**src/rtl/cpu_pkg.sv**
```systemverilog
// Shared CPU definitions: mul/div op codes, mul/div FSM states and the
// conditional-negate helper used for sign fixup.
package cpu_pkg;
  localparam int XLEN = 32;

  localparam logic [1:0] MD_MULT  = 2'd0;
  localparam logic [1:0] MD_MULTU = 2'd1;
  localparam logic [1:0] MD_DIV   = 2'd2;
  localparam logic [1:0] MD_DIVU  = 2'd3;

  typedef enum logic [1:0] {
    MD_IDLE,
    MD_CALC,
    MD_SIGN,
    MD_DONE
  } md_state_t;

  function automatic logic [2*XLEN-1:0] cond_neg(input logic [2*XLEN-1:0] value, input logic en);
    return en ? -value : value;
  endfunction
endpackage

```
**src/rtl/ex_muldiv_if.sv**
```systemverilog
// Operand/result bundle between the ID/EX register, the hazard unit and the
// EX-stage multiply/divide unit.
interface ex_muldiv_if #(
  parameter int WIDTH = 32
);
  logic             start;
  logic [1:0]       op;
  logic [WIDTH-1:0] op_a;
  logic [WIDTH-1:0] op_b;
  logic             flush;
  logic             stall_req;
  logic             busy;
  logic             done;
  logic             div_zero;
  logic [WIDTH-1:0] hi;
  logic [WIDTH-1:0] lo;

  modport master (
    output start, op, op_a, op_b, flush,
    input  stall_req, busy, done, div_zero, hi, lo
  );

  modport slave (
    input  start, op, op_a, op_b, flush,
    output stall_req, busy, done, div_zero, hi, lo
  );
endinterface

```
**src/rtl/ex_muldiv.sv**
```systemverilog
// Iterative MULT/MULTU/DIV/DIVU unit: one shift-add or restoring-divide step
// per cycle on magnitudes, then a single sign-fixup cycle that writes HI/LO.
module ex_muldiv
  import cpu_pkg::*;
#(
  parameter int WIDTH = XLEN
) (
  input  logic        clk,
  input  logic        rst,
  ex_muldiv_if.slave  md
);
  localparam int CNT_W = $clog2(WIDTH) + 1;

  md_state_t          state, state_nxt;
  logic [CNT_W-1:0]   count;
  logic [1:0]         op_r;
  logic [WIDTH-1:0]   mag_b, raw_a;
  logic               neg_q, neg_r, b_zero;
  logic [2*WIDTH-1:0] acc, acc_nxt;
  logic [WIDTH:0]     add_sum, rem_sh, trial;
  logic [2*XLEN-1:0]  prod_fix, quo_fix, rem_fix;
  logic [WIDTH-1:0]   hi_nxt, lo_nxt;
  logic               is_div, sgn_in, accept;
  logic               fix_unused;

  function automatic logic [WIDTH-1:0] magnitude(input logic [WIDTH-1:0] v, input logic sgn);
    return (sgn && v[WIDTH-1]) ? -v : v;
  endfunction

  assign is_div        = (op_r == MD_DIV) || (op_r == MD_DIVU);
  assign sgn_in        = (md.op == MD_MULT) || (md.op == MD_DIV);
  assign accept        = (state == MD_IDLE) && md.start && !md.flush;
  assign md.stall_req  = md.start && (state != MD_DONE) && !md.flush;

  always_comb begin
    state_nxt = state;
    unique case (state)
      MD_IDLE: if (accept) state_nxt = MD_CALC;
      MD_CALC: begin
        if (md.flush)                           state_nxt = MD_IDLE;
        else if (count == CNT_W'(WIDTH - 1))    state_nxt = MD_SIGN;
      end
      MD_SIGN: state_nxt = md.flush ? MD_IDLE : MD_DONE;
      MD_DONE: state_nxt = MD_IDLE;
      default: state_nxt = MD_IDLE;
    endcase
  end

  // Multiply keeps {partial product, multiplier}; divide keeps {remainder, dividend/quotient}.
  always_comb begin
    add_sum = {1'b0, acc[2*WIDTH-1:WIDTH]} + (acc[0] ? {1'b0, mag_b} : '0);
    rem_sh  = acc[2*WIDTH-1:WIDTH-1];
    trial   = rem_sh - {1'b0, mag_b};
    if (!is_div)
      acc_nxt = {add_sum, acc[WIDTH-1:1]};
    else if (!trial[WIDTH])
      acc_nxt = {trial[WIDTH-1:0], acc[WIDTH-2:0], 1'b1};
    else
      acc_nxt = {rem_sh[WIDTH-1:0], acc[WIDTH-2:0], 1'b0};
  end

  always_comb begin
    prod_fix = cond_neg((2*XLEN)'(acc), neg_q);
    quo_fix  = cond_neg((2*XLEN)'(acc[WIDTH-1:0]), neg_q);
    rem_fix  = cond_neg((2*XLEN)'(acc[2*WIDTH-1:WIDTH]), neg_r);
    if (!is_div) begin
      {hi_nxt, lo_nxt} = prod_fix[2*WIDTH-1:0];
    end else if (b_zero) begin
      lo_nxt = '1;
      hi_nxt = raw_a;
    end else begin
      lo_nxt = quo_fix[WIDTH-1:0];
      hi_nxt = rem_fix[WIDTH-1:0];
    end
  end

  assign fix_unused = ^{quo_fix[2*XLEN-1:WIDTH], rem_fix[2*XLEN-1:WIDTH]};

  always_ff @(posedge clk) begin
    if (rst) begin
      state       <= MD_IDLE;
      count       <= '0;
      md.hi       <= '0;
      md.lo       <= '0;
      md.done     <= 1'b0;
      md.div_zero <= 1'b0;
      md.busy     <= 1'b0;
    end else begin
      state   <= state_nxt;
      md.busy <= (state_nxt == MD_CALC) || (state_nxt == MD_SIGN);
      md.done <= (state_nxt == MD_DONE);
      if (accept) begin
        count       <= '0;
        md.div_zero <= 1'b0;
      end else if (state == MD_CALC) begin
        count <= count + CNT_W'(1);
      end
      if (state == MD_SIGN && state_nxt == MD_DONE) begin
        md.hi       <= hi_nxt;
        md.lo       <= lo_nxt;
        md.div_zero <= is_div && b_zero;
      end
    end
  end

  // Operand capture and iteration datapath; control alone decides when it matters.
  always_ff @(posedge clk) begin
    if (accept) begin
      op_r   <= md.op;
      acc    <= {{WIDTH{1'b0}}, magnitude(md.op_a, sgn_in)};
      mag_b  <= magnitude(md.op_b, sgn_in);
      raw_a  <= md.op_a;
      b_zero <= (md.op_b == '0);
      neg_q  <= sgn_in && (md.op_a[WIDTH-1] ^ md.op_b[WIDTH-1]);
      neg_r  <= sgn_in && md.op[1] && md.op_a[WIDTH-1];
    end else if (state == MD_CALC) begin
      acc <= acc_nxt;
    end
  end
endmodule

```
**src/flat_wrapper.sv**
```systemverilog
// flat-port wrapper written by rule: the top's interface ports become plain ports
module ex_muldiv_flat import cpu_pkg::*;
#(
  parameter int WIDTH = XLEN
)
  (clk, rst, md_start, md_op, md_op_a, md_op_b, md_flush, md_stall_req, md_busy, md_done, md_div_zero, md_hi, md_lo);
  ex_muldiv_if #(.WIDTH(WIDTH)) md_i ();
  input  logic clk;
  input  logic rst;
  input wire logic [$bits(md_i.start)-1:0] md_start;
  input wire logic [$bits(md_i.op)-1:0] md_op;
  input wire logic [$bits(md_i.op_a)-1:0] md_op_a;
  input wire logic [$bits(md_i.op_b)-1:0] md_op_b;
  input wire logic [$bits(md_i.flush)-1:0] md_flush;
  output wire logic [$bits(md_i.stall_req)-1:0] md_stall_req;
  output wire logic [$bits(md_i.busy)-1:0] md_busy;
  output wire logic [$bits(md_i.done)-1:0] md_done;
  output wire logic [$bits(md_i.div_zero)-1:0] md_div_zero;
  output wire logic [$bits(md_i.hi)-1:0] md_hi;
  output wire logic [$bits(md_i.lo)-1:0] md_lo;
  assign md_i.start = md_start;
  assign md_i.op = md_op;
  assign md_i.op_a = md_op_a;
  assign md_i.op_b = md_op_b;
  assign md_i.flush = md_flush;
  assign md_stall_req = md_i.stall_req;
  assign md_busy = md_i.busy;
  assign md_done = md_i.done;
  assign md_div_zero = md_i.div_zero;
  assign md_hi = md_i.hi;
  assign md_lo = md_i.lo;
  ex_muldiv #(.WIDTH(WIDTH)) u_core (.clk(clk), .rst(rst), .md(md_i));
endmodule
```
**config.mk**
```make
export PLATFORM = sky130hd
export DESIGN_NAME = ex_muldiv_flat
export DESIGN_NICKNAME = d
export VERILOG_FILES = /design/src/rtl/cpu_pkg.sv /design/src/rtl/ex_muldiv_if.sv /design/src/rtl/ex_muldiv.sv /design/src/flat_wrapper.sv
export SDC_FILE = /design/constraint.sdc
export NUM_CORES = 1
export LEC_CHECK = 0
export ABC_AREA = 0
export CAP_MARGIN = 10
export CORE_MARGIN = 5
export CORE_UTILIZATION = 38
export DETAILED_ROUTE_END_ITERATION = 12
export PLACE_DENSITY = 0.6
export SYNTH_ARGS = -nofsm -noshare
export SYNTH_HDL_FRONTEND = slang
export SYNTH_SLANG_ARGS = --single-unit
```
**constraint.sdc**
```tcl
create_clock -name clk -period 9 [get_ports clk]
set_input_delay 1.8 -clock clk [delete_from_list [all_inputs] [get_ports clk]]
set_output_delay 1.8 -clock clk [all_outputs]
set_load 0.02 [all_outputs]
```
# ---- Word-level counts from Yosys, hierarchy flattened
# Index checks and enable logic that the tools add are counted.
# Widths: inputs -> output; s select.
dict set report op_classes {
  n_reduce_logical 21
  bitwise 1
  n_eq_ne 11
  addsub 8
  n_mux 21
}
# op count
set op_table {}
lappend op_table {{$mux 32} 11}
lappend op_table {{$mux 64} 3}
lappend op_table {{$neg 32->32} 4}
lappend op_table {{$neg 64->64} 1}
lappend op_table {{$add 32x32->33} 1}
lappend op_table {{$sub 33x32->33} 1}
lappend op_table {{$logic_not 32->1} 1}
lappend op_table {{$eq 2x2->1 const B} 7}
lappend op_table {{$logic_and 1x1->1} 11}
lappend op_table {{$mux 2} 4}
lappend op_table {{$pmux 2 s4} 1}
lappend op_table {{$add 6x1->6 const B} 1}
lappend op_table {{$eq 6x5->1 const B} 1}
lappend op_table {{$eq 2x1->1 const B} 2}
lappend op_table {{$logic_not 2->1} 2}
lappend op_table {{$reduce_bool 2->1} 2}
lappend op_table {{$logic_or 1x1->1} 3}
lappend op_table {{$mux 1} 2}
lappend op_table {{$ne 2x2->1 const B} 1}
lappend op_table {{$reduce_or 2->1} 1}
lappend op_table {{$logic_not 1->1} 1}
lappend op_table {{$xor 1x1->1} 1}
dict set report totals {
  output_inout_bits 68
  input_bits 70
  word_cells 77
  register_bits 208
}

# ---- Logic depth before layout (Yosys ltp)
# Gate-level depths: netlist of the first run.
dict set report depth {
  depth_word 8
  mapped_depth 14
  mapped_depth_nobuf 12
}

# ---- Least setup slack after synthesis of the first run
# No wires, ideal clock.
dict set report synth_path {
  path_kind {input port to flip-flop}
  startpoint {input md_flush}
  endpoint {register u_core.acc[1] (data pin)}
  cell_stages 6
  setup_slack_ps 3882
  t_arrival_ps 4740
  t_required_ps 8622
  n_path_buf 2
  setup_ps 378
  path_cell_list {nand2b_1 or3_1 clkbuf_1 clkinv_1 buf_1 a31oi_1}
}
dict set report synth_between {
  elab_chain_cells 3
}
# item line
set synth_rtl {}
lappend synth_rtl {{start: declaration} flat_wrapper.sv:14} ;# input wire logic [$bits(md_i.flush)-1:0] md_flush;
lappend synth_rtl {{$logic_not 1->1} ex_muldiv.sv:32} ;# assign accept = (state == MD_IDLE) && md.start && !md.flush;
lappend synth_rtl {{$logic_and 1x1->1} ex_muldiv.sv:32}
lappend synth_rtl {{via u_core.accept} ex_muldiv.sv:23} ;# logic is_div, sgn_in, accept;
lappend synth_rtl {{$mux 32} ex_muldiv.sv:108} ;# if (accept) begin
lappend synth_rtl {{end signal: assignment} ex_muldiv.sv:110} ;# acc <= {{WIDTH{1'b0}}, magnitude(md.op_a, sgn_in)};
lappend synth_rtl {{end signal: assignment} ex_muldiv.sv:117} ;# acc <= acc_nxt;
lappend synth_rtl {{end: declaration} ex_muldiv.sv:19} ;# logic [2*WIDTH-1:0] acc, acc_nxt;
# The timed path passes the listed nets, and every way through them passes these cells.
# A chain may end at the register's enable or synchronous reset.

# ---- Final worst setup path of the first run
dict set report layout_path {
  startpoint {input md_flush}
  endpoint {output md_stall_req}
}
dict set report layout_between {
  elab_chain_cells 2
}
# item line
set layout_rtl {}
lappend layout_rtl {{$logic_not 1->1} ex_muldiv.sv:33} ;# assign md.stall_req = md.start && (state != MD_DONE) && !md.flush;
lappend layout_rtl {{$logic_and 1x1->1} ex_muldiv.sv:33}
lappend layout_rtl {{end: declaration} flat_wrapper.sv:15} ;# output wire logic [$bits(md_i.stall_req)-1:0] md_stall_req;
# Every way passes these cells.

==> impl_metrics.toml, run 1 <==
[run_status]
outcome = "completed"

[route]
viasPerCell = 5.79
post_drt_wl_per_cell_um = 20.0
dr.first_iter.drc_count = 1267
drc_errors = 0
drt_first_pass_iters = 5
dr_total_vias = 14434
ant_nets = 0
drt_wl_total_mm = 49.8

[global_route]
grt_antenna_before_repair = 0
grt_pass1_vias = 13892
grt_pass1_wl_mm = 77.7
track_usage_pct = 21.5
grt_max_degree = 97
grt_overflow = 0

[cts]
max-clock-path-buffers = 3
clockRootBuffer = "clkbuf_16"
cts_hold_buf = 0
cts_sinks = 207
cts.clk_slew.worst_paths_ns = 0.06
cts-htree-levels = 1
cts_setup_buffers = 0
cts_buffers = 25
worstSkewPairLatency_ns = 0.56
cts_resized = 0
cts_tree = "yes"

[synthesis]
async_flop_share_pct = 0
yosysSeqAreaShare_pct = 33.5
synth_top_cell_by_area = "edfxtp_1"
synth_fp_nets = 2016
synth_area_leaders = "edfxtp_1, dfxtp_1, xnor2_1, o21ai_0, ha_1"
ys_ff_latch = 207
syn_inst = 1874
syn_avg_cell_area_sq_um = 8.21
synthesis.area_sq_mm = 0.0154
yosysWarnings = 0
ys.flop_type = "dfxtp_1"
synth_cell_type_count = 78
post-synth-top-count-cell = "nor2_1"
synth_top_cell_area_share_pct = 19.5
synth_edf_count = 100
synth_commonest_cells = "nor2_1, nand2_1, o21ai_0, a21oi_1, dfxtp_1"

[power_and_ir_drop]
intPower_mw = 2.05
seq_power_share_pct = 36.2
p_sw_share_pct = 36.8
power_frac_clock_pct = 30.9
peakVddDrop_v = 0.000125
p_switching_mw = 1.19
p_leak_nw = 6.80
combPwrFrac_pct = 32.9
power_density_mw_per_mm2 = 180

[sta]
grt_setup_unrepaired = "false"
hold_viol_final = 0
worst_pin_slew_ns = 1.08
final.period_utilization_pct = 55.4
fin_ws_ns = 4.01
setup_tns_ns = 0
fmax_mhz = 200
slew_violations = 0
finalSetupViolCount = 0
finClkSkew_ns = 0.0164
slew-limit-headroom_pct = 27.7
layout_min_cycle_time_ns = 4.99

[floorplan]
core_area_sq_mm = 0.0399
fp.dieArea_sq_mm = 0.0446
initial_core_util_pct = 38.5
pin_count = 138
die_w_um = 211
die_h_um = 211
row_count = 73

[cells_and_area]
nets = 2090
drive_above_1_share_pct = 4.63
antenna_cells = 0
areaGrowthSynthToFinish_pct = 16.7

[worst_setup_path]
critPathRequiredTime_ns = 7.20
worstSetupPathType = "input pin to output port"
crit_top_cell = "clkdlybuf4s50_1"
critPathMaxStageDelay_ns = 0.61
startpoint_type = "input pin"
endpoint_kind = "output port"
crit_slowest_cell = "clkdlybuf4s50_1"
crit_fanout = 4
crit_arrival_ns = 3.19
worstPathCellList = "clkdlybuf4s50_1, nand2b_1, a21oi_1, clkdlybuf4s50_1"

[placement]
place_hpwl_mm = 37.6
io_buffers = 137
gp_congestion = 0.956
dp_slack_ns = 4.01

[flow_run]
maxCapViolCount = 0

[min_path]
hold_class = "flip-flop to flip-flop"
[power groups by stage]
stage	logic (mW)	clock network [mW]	registers [mW]
floorplan	0.809	0	1.12
global placement	1.03	0	1.19
detailed placement	1.05	0	1.19
CTS	1.05	1.02	1.17
global route	1.18	1.06	1.18
finish	1.06	1.00	1.17
[layer usage]
metal | part of all wire [%] | GRT usage, % | vias to the layer above
met5 | 0 | 0 | -
met4 | 2.2 | 4.76 | 0
met3 | 7.0 | 3.36 | 68
met2 | 45 | 34.5 | 475
met1 | 46 | 30.8 | 6932
li1 | - | - | 6959
[final timing paths]
kind,startpoint,end,slack (ns),depth (start not counted)
worst max-delay path,md_flush,md_stall_req,4.01,4
worst min-delay path,u_core.md.hi[5]$_SDFFE_PP0P_,u_core.md.hi[5]$_SDFFE_PP0P_,0.45,2
worst max register to register,u_core.acc[27]$_DFFE_PP_,u_core.md.hi[25]$_SDFFE_PP0P_,4.32,8
worst min register to register,u_core.md.hi[5]$_SDFFE_PP0P_,u_core.md.hi[5]$_SDFFE_PP0P_,0.45,2
[metrics by stage]
step / area, sq um / cells / util (%) / power [mW] / hold WS [ns]
3_5_place_dp: 17100 / 2445 / 43.0 / 2.24 / 0.431
5_1_grt: 18000 / 2492 / 45.0 / 3.42 / 0.471
4_1_cts: 17900 / 2491 / 45.0 / 3.24 / 0.444
2_1_floorplan: 15400 / 1874 / - / 1.92 / 0.454
3_3_place_gp: 17100 / 2445 / 43.0 / 2.22 / 0.435
6_report: 18000 / 2492 / 45.0 / 3.24 / 0.446
[state kept, by name, summed over array words and instances (netlist names)]
name	count
u_core.md.lo	32
u_core.md.done	1
u_core.acc	64
u_core.neg_q	1
u_core.neg_r	1
u_core.md.busy	1
u_core.b_zero	1
u_core.state	2
u_core.raw_a	32
u_core.count	6
u_core.mag_b	32
u_core.md.hi	32
u_core.op_r	1
u_core.md.div_zero	1
[critical path: cells and delay by family]
| kind | cells | cell delay (ns) |
|---|---|---|
| AO/OA/AOI/OAI | 1 | 0.12 |
| buffers and inverters | 2 | 1.07 |
| AND/OR/NAND/NOR | 1 | 0.20 |
[placed cells by master (no fill, tap or decap), drive strengths merged, types with 13 or more instances in the layout]
cell	instances
inv	68
a21oi	137
xor2	87
nand2b	29
o22ai	17
clkdlybuf4s50	136
nand4	19
a211oi	42
buf	22
o211ai	20
nor3	29
nand2	181
or3	21
nand3	38
xnor2	106
ha	70
a21o	19
nor4	21
dfxtp	107
o31ai	34
a22oi	20
mux2i	53
edfxtp	100
or4	14
clkbuf	38
and2	14
nor2b	13
nor2	196
o21ai	184
[logic make-up (layout without fill, tap and decap cells)]
group / count (synthesis) / after routing / synth area share, %
buf+inv: 178 / 271 / 4.42
xor+xnor: 193 / 193 / 11.0
flops: 207 / 207 / 33.5
fa+ha+maj: 72 / 72 / 5.96
compound gates: 566 / 566 / 22.8
mux: 54 / 54 / 3.52
simple gates: 604 / 604 / 18.8
[area by class of cell]
| type | count | area (sq um) |
|---|---|---|
| clock buffer | 38 | 737 |
| clock inverter | 8 | 60.1 |
| fill | 3916 | 22000 |
| inverter | 67 | 254 |
| multi-input combinational | 1489 | 9570 |
| sequential | 207 | 5140 |
| tap | 525 | 657 |
| timing repair buffer | 158 | 1520 |
(Power assumes the default switching activity.)
==> run 2, diff against run 1 <==
- PLACE_DENSITY: 0.6 -> 0.62
- clock period: 9 -> 4.5 ns (I/O delays scaled with it)
==> run 2 against run 1 <==
Compared with the run above:
- clock power is 120% higher
- cell count increased by 0.96%
- flip-flop and latch count stayed put
- die area stayed put
- first-iteration DRC count rose by 9.8%
- critical path depth grew 8
- count of clock-buffer cells in the layout shrank 1
- highest routed layer unchanged
==> impl_metrics.toml, run 2 (synthesis results as in run 1) <==
[worst_setup_path]
worstSetupPathType = "flip-flop to flip-flop"
timing.rr.start = "u_core.acc[0]$_DFFE_PP_"
startpoint_type = "flip-flop"
crit_arrival_ns = 4.39
crit_slowest_cell = "inv_1"
reg2reg_slack_ns = 0.56
r2r-end = "u_core.acc[62]$_SDFFE_PP0P_"
critPathRequiredTime_ns = 4.94
worstPathCellList = "inv_1, buf_4, nor2_1, ha_1, nand3_1, nor4_1, nand3_1, nor3b_1, o31ai_1, a211oi_1, o31ai_1, a211o_1"
reg2regPathDepth = 12
critical_path.top_delay_family = "simple AND/OR/NAND/NOR gates"
endpoint_kind = "flip-flop"
crit_fanout = 21
cp.buffers_inverters = 2
critPathMaxStageDelay_ns = 0.60

[floorplan]
fp.dieArea_sq_mm = 0.0446
initial_core_util_pct = 38.5
die_w_um = 211
row_count = 73
core_area_sq_mm = 0.0399
pin_count = 138
die_h_um = 211

[placement]
dpl-instance-area_sq_mm = 0.0174
place_hpwl_mm = 37.7
gp_congestion = 0.959
place_inst = 2466
io_buffers = 137

[route]
drt_first_pass_iters = 5
post_drt_wl_per_cell_um = 19.6
dr_total_vias = 14511
drc_errors = 0
ant_nets = 0
dr.first_iter.drc_count = 1391
viasPerCell = 5.77
drt_wl_total_mm = 49.3

[sta]
worst_pin_slew_ns = 0.930
fmax_mhz = 254
finClkSkew_ns = 0.0171
setup_tns_ns = 0
finalSetupViolCount = 0
slew-limit-headroom_pct = 37.4
grt_setup_unrepaired = "false"
layout_min_cycle_time_ns = 3.94
slew_violations = 0
hold_viol_final = 0
final.period_utilization_pct = 87.7

[cells_and_area]
instances_no_fill = 2516
final_cell_mix = "nor2_1, nand2_1, o21ai_0"
fillers = 3907
nets = 2112
multi_input_area_sq_mm = 0.00957
antenna_cells = 0
final_cell_area_sq_mm = 0.0183
layout_commonest_cell = "nor2_1"
areaGrowthSynthToFinish_pct = 18.8
seqCellArea_sq_mm = 0.00514
top_register = "u_core.acc"
largest_reg_flops = 64
drive_above_1_share_pct = 5.88

[cts]
cts_resized = 0
worstSkewPairLatency_ns = 0.57
cts_setup_buffers = 0
clockRootBuffer = "clkbuf_16"
cts_buffers = 27
cts_tree = "yes"
max-clock-path-buffers = 3
cts_hold_buf = 0
cts-htree-levels = 1
cts.clk_slew.worst_paths_ns = 0.06
cts_sinks = 207

[power_and_ir_drop]
peakVddDrop_v = 0.000351
p_switching_mw = 2.44
intPower_mw = 4.34
p_leak_nw = 6.98
p_sw_share_pct = 36.0
seq_power_share_pct = 33.9
combPwrFrac_pct = 33.1
power_density_mw_per_mm2 = 371
power_frac_clock_pct = 33.0
total_power_mw = 6.78

[min_path]
hp-start = "u_core.md.hi[12]$_SDFFE_PP0P_"
hold_class = "flip-flop to flip-flop"
hold_end = "u_core.md.hi[12]$_SDFFE_PP0P_"
hold-path-cell-count = 2

[global_route]
grt_overflow = 0
grt_pass1_vias = 13871
grt_pass1_wl_mm = 76.6
grt_max_degree = 98
track_usage_pct = 21.2
grt_antenna_before_repair = 0

[run_status]
outcome = "completed"

[flow_run]
maxCapViolCount = 0
==> run 2: cell count changes in the layout (fill, tap and decap cells not counted) <==
| cell | change |
|---|---|
| buf_4 | +16 |
| buf_12 | +4 |
| clkbuf_1 | -4 |
| bufinv_16 | +2 |
| clkbuf_16 | +2 |
| clkinv_1 | +2 |
| clkbuf_8 | +1 |
| inv_4 | +1 |
==> run 2: layout make-up <==
cell class              instances  share of cell area [%]
repair buffers                178                    9.44
inverters                      67                    1.39
well taps                     525                    3.59
clock inverters                13                   0.733
flip-flops and latches        207                    28.2
clock buffers                  37                    4.30
multi-input cells            1489                    52.4
==> run 2: worst max path at each step <==
stage | startpoint | to | slack (ns) | depth (start not counted)
after global routing | u_core.acc[0]$_DFFE_PP_ | u_core.acc[62]$_SDFFE_PP0P_ | 0.28 | 13
final | u_core.acc[0]$_DFFE_PP_ | u_core.acc[62]$_SDFFE_PP0P_ | 0.56 | 12
after floorplan | md_flush | u_core.acc[1]$_DFFE_PP_ | 0.28 | 6
after CTS | u_core.acc[0]$_DFFE_PP_ | u_core.acc[62]$_SDFFE_PP0P_ | 0.64 | 12
after global placement | md_op_b[4] | u_core.mag_b[29]$_DFFE_PP_ | 0.57 | 10
after detailed placement | md_op_b[2] | u_core.mag_b[29]$_DFFE_PP_ | 0.50 | 10
==> run 2: power by group through the flow <==
stage	Clock (mW)	Sequential (mW)	Combinational (mW)
finish	2.23	2.30	2.25
global route	2.34	2.31	2.46
global placement	0	2.33	2.16
detailed placement	0	2.33	2.19
floorplan	0	2.23	1.62
CTS	2.28	2.29	2.20
==> run 2: worst min-delay path: cells and delay by family, from the launching register on <==
family / cells / cell delay, ns
flops: 1 / 0.31
simple gates: 2 / 0.09
==> run 2: through the flow <==
step,utilization (%),hold WS [ns],setup WS [ns]
floorplan,-,0.454,0.282
global placement,43.5,0.428,0.567
detailed placement,43.5,0.434,0.499
CTS,45.8,0.450,0.643
global route,45.8,0.474,0.283
finish,45.8,0.454,0.555
==> run 2: per-layer routing <==
metal | GRT usage [%] | wire, um
met1 | 30.1 | 22500
met3 | 3.16 | 3390
met5 | 0 | 0
met4 | 7.42 | 1820
met2 | 32.9 | 21700
==> run 3, diff against run 2 <==
- CAP_MARGIN: 10 -> default
- CTS_CLUSTER_SIZE: default -> 16
==> run 3 against run 2 <==
Compared with the run above:
- first-iteration DRC count fell by 4.2%
- clock skew fell by 0.0037 ns
- combinational power barely moved
- wire length rose by 0.16%
- largest power group unchanged
- worst setup slack improved by 0.0094 ns
- core utilization fell by 0.19 points
- global-route usage barely moved
- count of clock-buffer cells in the layout did not move
- clock power fell by 7%
- register-to-register slack barely moved
- maximum frequency rose by 0.24%
- highest routed layer unchanged
- power fell by 2.3%
==> impl_metrics.toml, run 3 (synthesis results as in run 1) <==
[worst_setup_path]
reg2regPathDepth = 12
crit_slowest_cell = "inv_1"
r2r-end = "u_core.acc[62]$_SDFFE_PP0P_"
crit_fanout = 21
cp.buffers_inverters = 2
endpoint_kind = "flip-flop"
crit_arrival_ns = 4.37
startpoint_type = "flip-flop"
timing.rr.start = "u_core.acc[0]$_DFFE_PP_"
critical_path.top_delay_family = "simple AND/OR/NAND/NOR gates"
critPathMaxStageDelay_ns = 0.60
critPathRequiredTime_ns = 4.93
reg2reg_slack_ns = 0.56
worstPathCellList = "inv_1, buf_4, nor2_1, ha_1, nand3_1, nor4_1, nand3_1, nor3b_1, o31ai_1, a211oi_1, o31ai_1, a211o_1"
worstSetupPathType = "flip-flop to flip-flop"

[sta]
hold_viol_final = 0
slew-limit-headroom_pct = 33.3
final.period_utilization_pct = 87.4
finalSetupViolCount = 0
setup_tns_ns = 0
fmax_mhz = 254
finClkSkew_ns = 0.0134
slew_violations = 0
layout_min_cycle_time_ns = 3.94
worst_pin_slew_ns = 0.991
grt_setup_unrepaired = "false"

[route]
drt_wl_total_mm = 49.4
viasPerCell = 5.77
drc_errors = 0
post_drt_wl_per_cell_um = 19.7
dr_total_vias = 14507
ant_nets = 0
dr.first_iter.drc_count = 1333
drt_first_pass_iters = 5

[cts]
max-clock-path-buffers = 3
cts-htree-levels = 1
cts_hold_buf = 0
cts_setup_buffers = 0
cts_buffers = 26
clockRootBuffer = "clkbuf_16"
cts.clk_slew.worst_paths_ns = 0.06
cts_resized = 0
worstSkewPairLatency_ns = 0.55
cts_tree = "yes"
cts_sinks = 207

[cells_and_area]
top_register = "u_core.acc"
antenna_cells = 0
drive_above_1_share_pct = 5.78
layout_commonest_cell = "nor2_1"
largest_reg_flops = 64
final_cell_area_sq_mm = 0.0182
instances_no_fill = 2514
final_cell_mix = "nor2_1, nand2_1, o21ai_0"
nets = 2111
areaGrowthSynthToFinish_pct = 18.3

[floorplan]
pin_count = 138
core_area_sq_mm = 0.0399
initial_core_util_pct = 38.5
row_count = 73
die_w_um = 211
die_h_um = 211
fp.dieArea_sq_mm = 0.0446

[power_and_ir_drop]
p_leak_nw = 6.95
peakVddDrop_v = 0.000247
power_density_mw_per_mm2 = 364

[global_route]
grt_overflow = 0
grt_pass1_vias = 13861
grt_pass1_wl_mm = 76.7
track_usage_pct = 21.2
grt_antenna_before_repair = 0
grt_max_degree = 98

[min_path]
hold_end = "u_core.md.hi[5]$_SDFFE_PP0P_"
hold_class = "flip-flop to flip-flop"
hold-path-cell-count = 2
hp-start = "u_core.md.hi[5]$_SDFFE_PP0P_"

[run_status]
outcome = "completed"

[placement]
gp_congestion = 0.959
dpl-instance-area_sq_mm = 0.0174
place_hpwl_mm = 37.7
io_buffers = 137
place_inst = 2466

[flow_run]
maxCapViolCount = 0
run 3: cell count changes in the layout (fill, tap and decap cells not counted), sizes merged:
cell / change
inv: -1
bufinv: -1
run 3: tightest hold or removal path: cells and delay by family, from the launching register on:
| family | cells | cell delay [ns] |
|---|---|---|
| flops | 1 | 0.31 |
| simple gates | 2 | 0.09 |
run 3: power breakdown:
| part | internal [mW] | switching (mW) |
|---|---|---|
| Clock | 1.22 | 0.861 |
| Combinational | 0.887 | 1.36 |
| Sequential | 2.11 | 0.190 |
run 3: layer usage:
layer / vias up / share of wire (%) / GRT usage (%)
met5: - / 0 / 0
met3: 97 / 7.0 / 3.16
met2: 523 / 44 / 32.9
met4: 0 / 3.6 / 7.69
li1: 6992 / - / -
met1: 6895 / 45 / 30.1
run 3: worst max-delay path by stage:
stage	startpoint	to	slack (ns)	cells after the start
4_1_cts	u_core.acc[0]$_DFFE_PP_	u_core.acc[62]$_SDFFE_PP0P_	0.64	12
2_1_floorplan	md_flush	u_core.acc[1]$_DFFE_PP_	0.28	6
6_report	u_core.acc[0]$_DFFE_PP_	u_core.acc[62]$_SDFFE_PP0P_	0.56	12
5_1_grt	u_core.acc[0]$_DFFE_PP_	u_core.acc[62]$_SDFFE_PP0P_	0.28	13
3_5_place_dp	md_op_b[2]	u_core.mag_b[29]$_DFFE_PP_	0.50	10
3_3_place_gp	md_op_b[4]	u_core.mag_b[29]$_DFFE_PP_	0.57	10
run 3: stage by stage:
| step | util, % | hold slack, ns | power [mW] | setup slack, ns |
|---|---|---|---|---|
| floorplan | - | 0.454 | 3.85 | 0.282 |
| global placement | 43.5 | 0.428 | 4.49 | 0.567 |
| detailed placement | 43.5 | 0.434 | 4.52 | 0.499 |
| CTS | 45.6 | 0.450 | 6.62 | 0.642 |
| global route | 45.6 | 0.474 | 6.97 | 0.279 |
| finish | 45.6 | 0.454 | 6.62 | 0.565 |
run 3: cell type report:
| class | instances | area [sq um] |
|---|---|---|
| clock buffers | 37 | 751 |
| clock inverters | 11 | 91.3 |
| fillers | 3913 | 21700 |
| inverters | 67 | 254 |
| multi-input cells | 1489 | 9570 |
| flip-flops and latches | 207 | 5140 |
| well taps | 525 | 657 |
| repair buffers | 178 | 1720 |
